File: src/rtl/sym_enc_pkg.sv
// Shared constants and types for the symbol encoder: the codebook that the
// 4-to-2 decoder inverts, the frame FSM states and the frame length in bits.
package sym_enc_pkg;

  localparam logic [3:0] CODE_SYM00 = 4'b0011;
  localparam logic [3:0] CODE_SYM01 = 4'b0000;
  localparam logic [3:0] CODE_SYM10 = 4'b0001;
  localparam logic [3:0] CODE_SYM11 = 4'b0010;

  // start + four data bits + stop
  localparam int FRAME_BITS = 6;

  typedef enum logic [1:0] {
    IDLE  = 2'd0,
    START = 2'd1,
    DATA  = 2'd2,
    STOP  = 2'd3
  } tx_state_t;

endpackage

File: src/rtl/symbol_codebook.sv
// Combinational symbol {Y0,Y1} to codeword {A,B,C,D} lookup.
module symbol_codebook
  import sym_enc_pkg::*;
(
  input  logic [1:0] sym,
  output logic [3:0] code
);

  always_comb begin
    code = CODE_SYM00;
    case (sym)
      2'b00: code = CODE_SYM00;
      2'b01: code = CODE_SYM01;
      2'b10: code = CODE_SYM10;
      2'b11: code = CODE_SYM11;
      default: code = CODE_SYM00;
    endcase
  end

endmodule

File: src/rtl/symbol_encoder_tx.sv
// Encodes 2-bit symbols into 4-bit codewords, presents them in parallel and
// sends them as a start/data/stop serial frame on tx.
module symbol_encoder_tx
  import sym_enc_pkg::*;
#(
  parameter int BIT_CYCLES = 4
) (
  input  logic       clk,
  input  logic       rst,
  input  logic [1:0] sym,
  input  logic       sym_valid,
  output logic       sym_ready,
  output logic [3:0] code,
  output logic       code_valid,
  output logic       tx,
  output logic       busy,
  output logic       done
);

  // State | meaning
  // IDLE  | line high, waiting for a symbol
  // START | start bit (low)
  // DATA  | codeword bits A..D, MSB first
  // STOP  | stop bit (high), done in its last cycle

  localparam int CW = (BIT_CYCLES > 1) ? $clog2(BIT_CYCLES) : 1;
  localparam logic [CW-1:0] LAST = CW'(BIT_CYCLES - 1);

  tx_state_t      state, state_n;
  logic [CW-1:0]  cnt, cnt_n;
  logic [1:0]     idx, idx_n;
  logic [3:0]     code_n;
  logic           tx_n, busy_n, done_n, code_valid_n;
  logic [3:0]     lookup_code;
  logic           accept;
  logic           last;

  symbol_codebook u_codebook (
    .sym  (sym),
    .code (lookup_code)
  );

  assign sym_ready = (state == IDLE) && !rst;
  assign accept    = sym_valid && sym_ready;
  assign last      = (cnt == LAST);

  always_comb begin
    state_n = state;
    cnt_n   = cnt;
    idx_n   = idx;
    code_n  = code;
    case (state)
      IDLE: begin
        if (accept) begin
          state_n = START;
          cnt_n   = '0;
          idx_n   = 2'd0;
          code_n  = lookup_code;
        end
      end
      START: begin
        if (last) begin
          cnt_n   = '0;
          idx_n   = 2'd0;
          state_n = DATA;
        end else begin
          cnt_n = cnt + CW'(1);
        end
      end
      DATA: begin
        if (last) begin
          cnt_n = '0;
          if (idx == 2'd3) state_n = STOP;
          else             idx_n   = idx + 2'd1;
        end else begin
          cnt_n = cnt + CW'(1);
        end
      end
      STOP: begin
        if (last) begin
          cnt_n   = '0;
          state_n = IDLE;
        end else begin
          cnt_n = cnt + CW'(1);
        end
      end
      default: state_n = IDLE;
    endcase

    // Outputs are decoded from the next state so they can be registered
    // and still line up with the state they describe.
    tx_n = 1'b1;
    case (state_n)
      START:   tx_n = 1'b0;
      DATA:    tx_n = code_n[2'd3 - idx_n];
      default: tx_n = 1'b1;
    endcase
    busy_n       = (state_n != IDLE);
    code_valid_n = (state_n != IDLE);
    done_n       = (state_n == STOP) && (cnt_n == LAST);
  end

  always_ff @(posedge clk) begin
    if (rst) begin
      state      <= IDLE;
      cnt        <= '0;
      idx        <= 2'd0;
      code       <= 4'b0000;
      code_valid <= 1'b0;
      tx         <= 1'b1;
      busy       <= 1'b0;
      done       <= 1'b0;
    end else begin
      state      <= state_n;
      cnt        <= cnt_n;
      idx        <= idx_n;
      code       <= code_n;
      code_valid <= code_valid_n;
      tx         <= tx_n;
      busy       <= busy_n;
      done       <= done_n;
    end
  end

endmodule

File: config.mk
export PLATFORM = sky130hd
export DESIGN_NAME = symbol_encoder_tx
export DESIGN_NICKNAME = d
export VERILOG_FILES = /design/src/rtl/sym_enc_pkg.sv /design/src/rtl/symbol_codebook.sv /design/src/rtl/symbol_encoder_tx.sv
export SDC_FILE = /design/constraint.sdc
export NUM_CORES = 1
export LEC_CHECK = 0
export BUFFER_PORTS_ARGS = -buffer_cell sky130_fd_sc_hd__buf_2
export CAP_MARGIN = 20
export CORE_UTILIZATION = 45
export DETAILED_ROUTE_END_ITERATION = 10
export PLACE_DENSITY = 0.7
export SLEW_MARGIN = 5
export SYNTH_ARGS = -nofsm -noshare
export SYNTH_HDL_FRONTEND = slang
export SYNTH_SLANG_ARGS = --single-unit
File: constraint.sdc
create_clock -name clk -period 1.7 [get_ports clk]
set_input_delay 0.085 -clock clk [delete_from_list [all_inputs] [get_ports clk]]
set_output_delay 0.085 -clock clk [all_outputs]
set_load 0.02 [all_outputs]
==> metrics.csv <==
metric,value,unit
top post-synthesis cells by area,"dfxtp_1 35%, ha_1 6.7%, nor2_1 6.1%",
Total Wirelength,1380,um
"CTS clk-pin slew, worst paths",0.09,ns
Tcrit/Tclk final,95.1,%
Diodes inserted,0,
Peak VDD IR,0.000472,V
clock sink count,13,
first-pass GRT wire length,2280,um
DRC,0,
Vias,636,
Die Wd,42.6,um
RR Startpoint,cnt[0],
postcts setup bufs,0,
Clk Tree Root Cell,clkbuf_4,
final hold vios,0,
Worst-Margin Slew,0.397,ns
register area share after synthesis,35.0,%
initial drt markers,19,
max incr delay on CP,0.39,ns
filler instances,139,
Syn Area/Cell,8.85,um2
# port buffers,13,
Hold WC Path Type,input port to flop,
CP arrival,1.78,ns
Buffers & Inverters on Critical Path,0,
Pwr Total,0.000628,W
hold endpoint,cnt[1],
crit path time final,1.62,ns
Final Max Slew Viols,0,
WL/cell,12.2,um
"flops & latches, synth",13,
Worst setup SP type,flop,
DIE HEIGHT,42.6,um
Final #Nets,107,
DRT antenna net count,0,
dominant cell type by area after synthesis,dfxtp_1,
htree depth,1,
Post-DP HPWL,1000,um
CP required,1.86,ns
number of flops mapped to enable cells by yosys,0,
clock tree buffer depth,2,
slew margin rel.,73.5,%
drt via density,5.63,
WHS Path Cells,3,
Post-CTS Resized,0,
Synth Instances,84,
critical path peak fanout,4,
asr flop ratio synth,0,%
Tot GR Track Use,17.2,%
PwrDens,765,nW/um2
Hold Startpoint,sym_valid,
Ys Warns,0,
post-route cell area,821,um2
CTS Buf Count,3,
DP Area,795,um2
core area,1520,um2
layout cell share with drive strength beyond 1,28.9,%
status,"complete, no violations",
RSZ-0062 raised after global routing,no,
CP top delay family,compound AO/OA/AOI/OAI gates,
Syn Nets,93,
max capacitance violation total,0,
Ports,14,
pin count of the biggest net entering global routing,15,
final worst clock skew,0.0106,ns
CP max stage cell,dfxtp_1,
Synth cell types,35,
Site Rows,14,
Max Freq,619,MHz
Die ar.,1820,um2
Fin Setup TNS,0,ns
worst reg2reg setup slack,0.08,ns
vias in the first global route,526,
post-synth top area share,35.0,%
drt pass-1 iters,4,
clk_lat worst skew,0.29,ns
gpl congestion,0.803,
CTS tree,yes,
Mapped Area,743,um2
"Hold-fix buffers, CTS",0,
crit path capture type,flop,
crit-path cells,ha_1 > and2b_1 > o22ai_2 > o21ai_1 > a32oi_2 > o221ai_2,
prevailing post-synth register cell,dfxtp_1,
starting density of the core,48.8,%
final setup violation count,0,
R2R depth,6,
RR Endpoint,tx,
area grow syn2layout,10.4,%
final core occ,53.9,%
initial antenna violation count,0,
leakage power,0.364,nW
CP Class,flop to flop,
Overflow after GRT,0,
==> state kept, by name, summed over array words and instances, names as in the netlist <==
signal / cells
state: 2
code: 4
done: 1
busy: 1
tx: 1
cnt: 2
idx: 2
==> power breakdown <==
group | internal, W | switching [W]
clock network | 0.0000912 | 0.000111
registers | 0.000315 | 0.00000968
logic | 0.0000405 | 0.0000609
total | 0.000447 | 0.000181
==> kinds of logic (layout without fill, tap and decap cells) <==
kind of cell	Yosys count	in the layout	share of synthesized area, %
simple gates	34	34	25.8
compound gates	23	23	24.9
flops	13	13	35.0
buf+inv	10	23	7.58
fa+ha+maj	4	4	6.73
==> routing by layer <==
layer | vias up | global-route usage [%] | wire, um
met5 | - | 0 | 0
met4 | 0 | 9.38 | 31
met3 | 4 | 5.17 | 65
met2 | 21 | 24.2 | 597
met1 | 292 | 23.0 | 682
li1 | 319 | - | -
==> synthesized netlist by cell type (all sizes together), types with 2 or more instances <==
library cell	n
nor3	3
nand2	4
nand3b	2
a21o	2
ha	4
a31oi	2
o21ai	3
buf	3
and2	4
dfxtp	13
nor2	14
a21oi	5
a211oi	4
inv	6
nor2b	2
==> cell usage in the layout (no fill, tap or decap), drive strengths merged <==
cell type   n
or2         1
a31oi       2
nand3b      2
nor4        1
nor2       14
a21oi       5
o21a        1
a21o        2
a311oi      1
and3        1
and3b       1
a22oi       1
a211oi      4
nor2b       2
nor3        3
o21ai       3
o21ba       1
buf        13
a32oi       1
nand2       4
clkbuf      4
and2        4
inv         6
and2b       1
o221ai      1
ha          4
dfxtp      13
o22ai       1
==> layout make-up <==
cell class	count	area [um2]	share of cell area, %
flip-flops and latches	13	260	31.7
clock buffers	4	26.3	3.20
inverters	6	22.5	2.74
well taps	16	20.0	2.44
repair buffers	13	65.1	7.93
multi-input cells	61	427	52.0
==> worst min-delay path, stage by stage <==
cell	delay [ns]
buf_2	0.12
nand3b_1	0.11
a21oi_1	0.06
==> through the flow <==
stage	instances	hold WS, ns	setup WS (ns)
after global placement	109	0.422	0.176
after global routing	113	0.153	0.0308
after detailed placement	109	0.428	0.109
after CTS	113	0.130	0.105
final	113	0.130	0.0840
after floorplan	84	0.177	0.228
==> worst max-delay path by stage <==
stage	cells after the start	endpoint	slack [ns]	start
2_1_floorplan	6	tx	0.23	cnt[0]
3_3_place_gp	6	tx	0.18	cnt[0]
3_5_place_dp	6	tx	0.11	cnt[0]
4_1_cts	6	tx	0.11	cnt[0]
5_1_grt	6	tx	0.03	cnt[0]
6_report	6	tx	0.08	cnt[0]
No activity file was read; power rests on OpenSTA's default activity.
